===== config.mk =====
export PLATFORM = sky130hd
export DESIGN_NAME = sccb_target_regfile
export DESIGN_NICKNAME = d
export VERILOG_FILES = /design/src/rtl/sccb_target_regfile.sv
export SDC_FILE = /design/constraint.sdc
export NUM_CORES = 2
export LEC_CHECK = 0
export ABC_CLOCK_PERIOD_IN_PS = 5100
export CORE_MARGIN = 4
export CORE_UTILIZATION = 30
export CTS_CLUSTER_DIAMETER = 120
export DETAILED_ROUTE_END_ITERATION = 6
export PLACE_DENSITY = 0.52
export SYNTH_ARGS = -nofsm -noshare
export SYNTH_HDL_FRONTEND = slang
export SYNTH_SLANG_ARGS = --single-unit

===== constraint.sdc =====
create_clock -name clk -period 5.1 [get_ports clk]
set_clock_uncertainty 0.05 [all_clocks]
set_input_delay 1.53 -clock clk [delete_from_list [all_inputs] [get_ports clk]]
set_output_delay 1.53 -clock clk [all_outputs]
set_load 0.02 [all_outputs]

===== src/rtl/sccb_target_regfile.sv =====
// SCCB/I2C target with a 256x8 register file.
// Oversamples the bus, drives SDA open-drain, strobes data writes.
module sccb_target_regfile #(
  parameter logic [6:0] DEV_ADDR    = 7'h21,
  parameter int         SYNC_STAGES = 2
) (
  input  logic       clk,
  input  logic       reset,
  input  logic       scl_in,
  input  logic       sda_in,
  output logic       sda_oe,
  output logic       wr_stb,
  output logic [7:0] wr_addr,
  output logic [7:0] wr_data,
  output logic [7:0] reg_ptr,
  output logic       busy
);

  typedef enum logic [3:0] {
    IDLE, DEV, DEV_ACK, REG, REG_ACK,
    WDATA, WDATA_ACK, RDATA, RD_ACK, WAIT_STOP
  } state_t;

  logic [SYNC_STAGES-1:0] scl_sy;
  logic [SYNC_STAGES-1:0] sda_sy;
  logic       scl_d;
  logic       sda_d;
  logic       scl_s;
  logic       sda_s;
  logic       scl_rise;
  logic       scl_fall;
  logic       start;
  logic       stop;

  state_t     state;
  logic [3:0] cnt;
  logic [7:0] sh;
  logic [7:0] sh_nx;
  logic       rw;
  logic       acked;
  logic [7:0] ptr_inc;
  logic [7:0] rd;
  logic [2:0] bidx;
  logic       mem_we;

  logic [7:0] mem [256];

  assign scl_s    = scl_sy[SYNC_STAGES-1];
  assign sda_s    = sda_sy[SYNC_STAGES-1];
  assign scl_rise = scl_s & ~scl_d;
  assign scl_fall = ~scl_s & scl_d;
  assign start    = sda_d & ~sda_s & scl_s & scl_d;
  assign stop     = ~sda_d & sda_s & scl_s & scl_d;

  assign sh_nx   = {sh[6:0], sda_s};
  assign ptr_inc = reg_ptr + 8'd1;
  assign rd      = mem[reg_ptr];
  assign bidx    = ~cnt[2:0];
  assign busy    = (state != IDLE);
  assign mem_we  = (state == WDATA) & scl_rise
                 & (cnt == 4'd7);

  // Pad synchronizers plus one delay flop for edges.
  always_ff @(posedge clk or negedge reset) begin
    if (!reset) begin
      scl_sy <= '1;
      sda_sy <= '1;
      scl_d  <= 1'b1;
      sda_d  <= 1'b1;
    end else begin
      scl_sy <= {scl_sy[SYNC_STAGES-2:0], scl_in};
      sda_sy <= {sda_sy[SYNC_STAGES-2:0], sda_in};
      scl_d  <= scl_s;
      sda_d  <= sda_s;
    end
  end

  // Register file storage; contents survive reset.
  always_ff @(posedge clk) begin
    if (mem_we) mem[reg_ptr] <= sh_nx;
  end

  // Bus protocol FSM with registered SDA drive.
  always_ff @(posedge clk or negedge reset) begin
    if (!reset) begin
      state   <= IDLE;
      cnt     <= 4'd0;
      sh      <= 8'd0;
      rw      <= 1'b0;
      acked   <= 1'b0;
      sda_oe  <= 1'b0;
      wr_stb  <= 1'b0;
      wr_addr <= 8'd0;
      wr_data <= 8'd0;
      reg_ptr <= 8'd0;
    end else begin
      wr_stb <= 1'b0;
      if (start) begin
        state  <= DEV;
        cnt    <= 4'd0;
        sda_oe <= 1'b0;
        acked  <= 1'b0;
      end else if (stop) begin
        state  <= IDLE;
        cnt    <= 4'd0;
        sda_oe <= 1'b0;
        acked  <= 1'b0;
      end else begin
        unique case (state)
          IDLE: ;
          DEV: begin
            if (scl_rise) begin
              sh  <= sh_nx;
              cnt <= cnt + 4'd1;
            end else if (scl_fall && cnt == 4'd8) begin
              cnt <= 4'd0;
              if (sh[7:1] == DEV_ADDR) begin
                sda_oe <= 1'b1;
                rw     <= sh[0];
                state  <= DEV_ACK;
              end else begin
                state <= WAIT_STOP;
              end
            end
          end
          DEV_ACK: begin
            if (scl_fall) begin
              if (rw) begin
                sh     <= rd;
                sda_oe <= ~rd[7];
                cnt    <= 4'd1;
                state  <= RDATA;
              end else begin
                sda_oe <= 1'b0;
                cnt    <= 4'd0;
                state  <= REG;
              end
            end
          end
          REG: begin
            if (scl_rise) begin
              sh  <= sh_nx;
              cnt <= cnt + 4'd1;
            end else if (scl_fall && cnt == 4'd8) begin
              reg_ptr <= sh;
              sda_oe  <= 1'b1;
              cnt     <= 4'd0;
              state   <= REG_ACK;
            end
          end
          REG_ACK, WDATA_ACK: begin
            if (scl_fall) begin
              sda_oe <= 1'b0;
              cnt    <= 4'd0;
              state  <= WDATA;
            end
          end
          WDATA: begin
            if (scl_rise) begin
              sh  <= sh_nx;
              cnt <= cnt + 4'd1;
              if (mem_we) begin
                wr_stb  <= 1'b1;
                wr_addr <= reg_ptr;
                wr_data <= sh_nx;
              end
            end else if (scl_fall && cnt == 4'd8) begin
              sda_oe  <= 1'b1;
              reg_ptr <= ptr_inc;
              cnt     <= 4'd0;
              state   <= WDATA_ACK;
            end
          end
          RDATA: begin
            if (scl_fall) begin
              if (cnt == 4'd8) begin
                sda_oe <= 1'b0;
                cnt    <= 4'd0;
                state  <= RD_ACK;
              end else begin
                sda_oe <= ~sh[bidx];
                cnt    <= cnt + 4'd1;
              end
            end
          end
          RD_ACK: begin
            if (scl_rise) begin
              reg_ptr <= ptr_inc;
              if (!sda_s) begin
                sh    <= mem[ptr_inc];
                acked <= 1'b1;
              end else begin
                sda_oe <= 1'b0;
                state  <= WAIT_STOP;
              end
            end else if (scl_fall && acked) begin
              sda_oe <= ~sh[7];
              cnt    <= 4'd1;
              acked  <= 1'b0;
              state  <= RDATA;
            end
          end
          WAIT_STOP: sda_oe <= 1'b0;
          default: begin
            sda_oe <= 1'b0;
            state  <= IDLE;
          end
        endcase
      end
    end
  end

endmodule

==> results.md <==
* Setup Viol. Count Final at 2
* Transition time of the tightest slew-check pin at approximately 1.5 ns
* Detailed Route Iter0 Violations at 9531
* 1st-pass router iterations at 7
* First-pass GRT wire length at 541 mm
* Post-synth EDFFs at 2048
* Via Count at 63800
* Setup TNS at -0.291 ns
* DRT Wirelength at about 400 mm
* Post-synthesis sequential area ratio at 0.627
* Initial antenna violation count at 28
* Ports at 31
* Die Area at 343000 um^2
* Status: finished with violations
* Busiest grt layer: met2
* Crit. End Element: register
* Asr flop ratio synth at 0.0238
* Hold path start: scl_sy[0]
* Met1 global-route usage at 0.297
* Vias in the first global route at around 63000
* Req. time, crit path at 5.86 ns
* Row count at between 200 and 250
* Slowest stage delay, CP at 1.01 ns
* Reg power frac at 0.317
* Starting density of the core at 0.302
* Slew HR at -0.0125
* TritonCTS Sinks at 2098
* Number of distinct library cells after synthesis at 88
* Area growth, synth to finish at 16.1%
* WS Path Type: reg2reg
* Buf/Inv on CP at 0
* Clk network pwr share at 0.247
* Core Box Area at 331000 um^2
* Post-layout minimum cycle time at 5.28 ns
* Die width at 585 um
* Synth top area share at 0.615
* Area leader, netlist: edfxtp_1
* Met3 Use GR at 0.0696
* P_sw at 0.0272 W
* H-Tree Depth at 4
* Total Routing Usage GR at 0.227
* Cell Area, Synth at 100000 um^2
* Switching Fraction at 0.398
* Drt drc at 0
* CP Max Fanout at 17
* Most common cell on crit path: nor3_1
* Main synth FF type: edfxtp_1
* Max-cap violations at 1
* RSZ-0062 raised after global routing: no
* Routed length per instance at 37.4 um
* Clock Tree Root: clkbuf_16
* Storage element area at 62800 um^2
* Power Dens Cells at 588 nW/um^2
* List of most frequent post-synthesis cells: edfxtp_1, mux4_2, nand2_1
* Final Cycle Share at 1.04
* CP top delay family: simple AND/OR/NAND/NOR gates
* PortBufs at 30
* TritonCTS clock tree: built
* Fin. max-slew vios at 2
* Fin util at 0.351
* Global-route track usage on met2 at 0.338
* Syn Area/Cell at 17.9 um^2
* Post-CTS Setup Inserts at 0
* Slowest-stage cell, CP: a21oi_1
* Reg-to-Reg Start: state[1]
* HPWL Detailed at ~270 mm
* Hold slack final at 0.308 ns
* Worst skew pair latency at 0.96 ns
* Combinational share of power at 0.436
* FF-to-FF setup slack at -0.18 ns
* GPL Wtd Cong at between 0.9 and 1
* Final number of hold-violating endpoints at 0
* Max Root-Sink Buffers at 4
* Failing checks: capacitance limit, slew limit, setup timing
* Largest net degree at the start of global routing at between 200 and 250
* Largest cells by area after synthesis: edfxtp_1, mux4_2, mux2i_1, nand2_1, nor2_1
* F_max at 0.189 GHz
* Post-synth net total at 5603
* Post-DRT Antenna Nets at 0
* Register bit count reported by yosys at 2098
* Gr ovfl total at 0
* Layout fillers at approximately 31000
* Worst path arrival time at between 6 and 7 ns
* Most common cell in the synthesized netlist: edfxtp_1
* Worst path cell trace: nor3_1, nand2_1, nor2_1, nand3_1, a21oi_1, nor3_1, a41oi_1
* Pwr Total at around 0.07 W
* CTS clock-pin slew for the worst setup and hold paths at roughly 0.070 ns
* CTS Buf Count at ~240
* HP Class: reg2reg
* Area of the multi-input gates at about 35000 um^2
* Critical path launch point: state[1]
* Layout cell share with drive strength beyond 1 at 0.329
* Leak at 35.2 nW
* Worst IR Drop VDD at 558 uV
* Die height at 585 um
* Via-to-Cell Ratio at 6.02
* Yosys warns at 0
* Internal power at 0.0411 W
* Fin nets at approximately 6000
* Cells after synthesis at 5593
* Final WS setup at -0.181 ns
* Startpoint types: register
## per-stage QoR
stage | cell area (um^2) | setup WS [ns] | instances
after floorplan | 100000 | 0.217 | 5593
after global placement | 109000 | 0.295 | 10100
after detailed placement | 109000 | 0.259 | 10100
after CTS | 116000 | 0.190 | 10600
after global routing | 116000 | 0.0843 | 10600
final | 116000 | -0.181 | 10600
## sequential cells by signal (all words and copies together), names as in the netlist
register / count
acked: 1
scl_sy: 2
sda_oe: 1
scl_d: 1
state: 4
mem: 2048
wr_data: 8
sh: 8
wr_addr: 8
rw: 1
reg_ptr: 8
cnt: 4
sda_d: 1
sda_sy: 2
wr_stb: 1
## power by group through the flow
stage	clock [W]	sequential, W	combinational [W]
final	0.0169	0.0217	0.0298
after detailed placement	0	0.0220	0.0293
after floorplan	0	0.0228	0.0163
after CTS	0.0171	0.0216	0.0293
after global placement	0	0.0220	0.0292
after global routing	0.0179	0.0216	0.0304
## final timing paths
path                       depth (start not counted)         end
hold reg to reg                                    0   scl_sy[1]
hold / removal                                     0   scl_sy[1]
max in group asynchronous                          1       sh[5]
setup reg to reg                                   7       sh[5]
min in group asynchronous                          1  wr_data[2]
setup / recovery                                   7       sh[5]
## final cells by class
cell class | count | area share
Timing Repair Buffer | 629 | 0.0472
Sequential cell | 2098 | 0.541
Antenna cell | 24 | 0.000517
Clock buffer | 281 | 0.0525
Clock inverter | 149 | 0.0122
Multi-Input combinational cell | 3038 | 0.299
Inverter | 13 | 0.000485
Tap cell | 4366 | 0.0470
## logic make-up after synthesis
kind of cell             after synthesis  share of synthesized area
XOR/XNOR                               9                   0.000788
buffers and inverters                457                     0.0276
AND/OR/NAND/NOR                     1180                     0.0521
multiplexers                        1279                      0.251
flip-flops                          2098                      0.627
adder cells (fa/ha/maj)                6                   0.000751
AO/OA/AOI/OAI                        564                     0.0399
## cell usage in the layout, fill, tap and decap left out, types with 17 or more instances in the layout
| cell | instances |
|---|---|
| a22oi_1 | 106 |
| nand4_1 | 41 |
| o211ai_1 | 18 |
| buf_4 | 545 |
| nand3_1 | 172 |
| edfxtp_1 | 2048 |
| clkbuf_1 | 41 |
| nand2_1 | 455 |
| mux2_2 | 48 |
| o22ai_1 | 23 |
| and3_1 | 24 |
| diode_2 | 24 |
| clkbuf_16 | 235 |
| a32oi_1 | 23 |
| clkinv_1 | 51 |
| a221oi_1 | 27 |
| mux4_2 | 980 |
| o21ai_0 | 78 |
| a31oi_1 | 36 |
| mux2i_1 | 250 |
| a21oi_1 | 98 |
| buf_12 | 55 |
| clkinv_2 | 46 |
| nor3_1 | 35 |
| dfrtp_1 | 29 |
| nor2_1 | 344 |
| o2111ai_1 | 17 |
| clkdlybuf4s50_1 | 29 |
| bufinv_16 | 21 |
## what timing repair did
action	in CTS	in global routing
gates resized for setup	0	2
hold buffers	0	0
setup endpoints to repair	0	2
## per-layer routing
layer / wire (um) / vias to the layer above
met5: 105 / -
met4: 24900 / 16
met3: 45300 / 954
met2: 175000 / 4203
met1: 151000 / 34300
li1: - / 24400
Power figures use the tool's default switching activity.
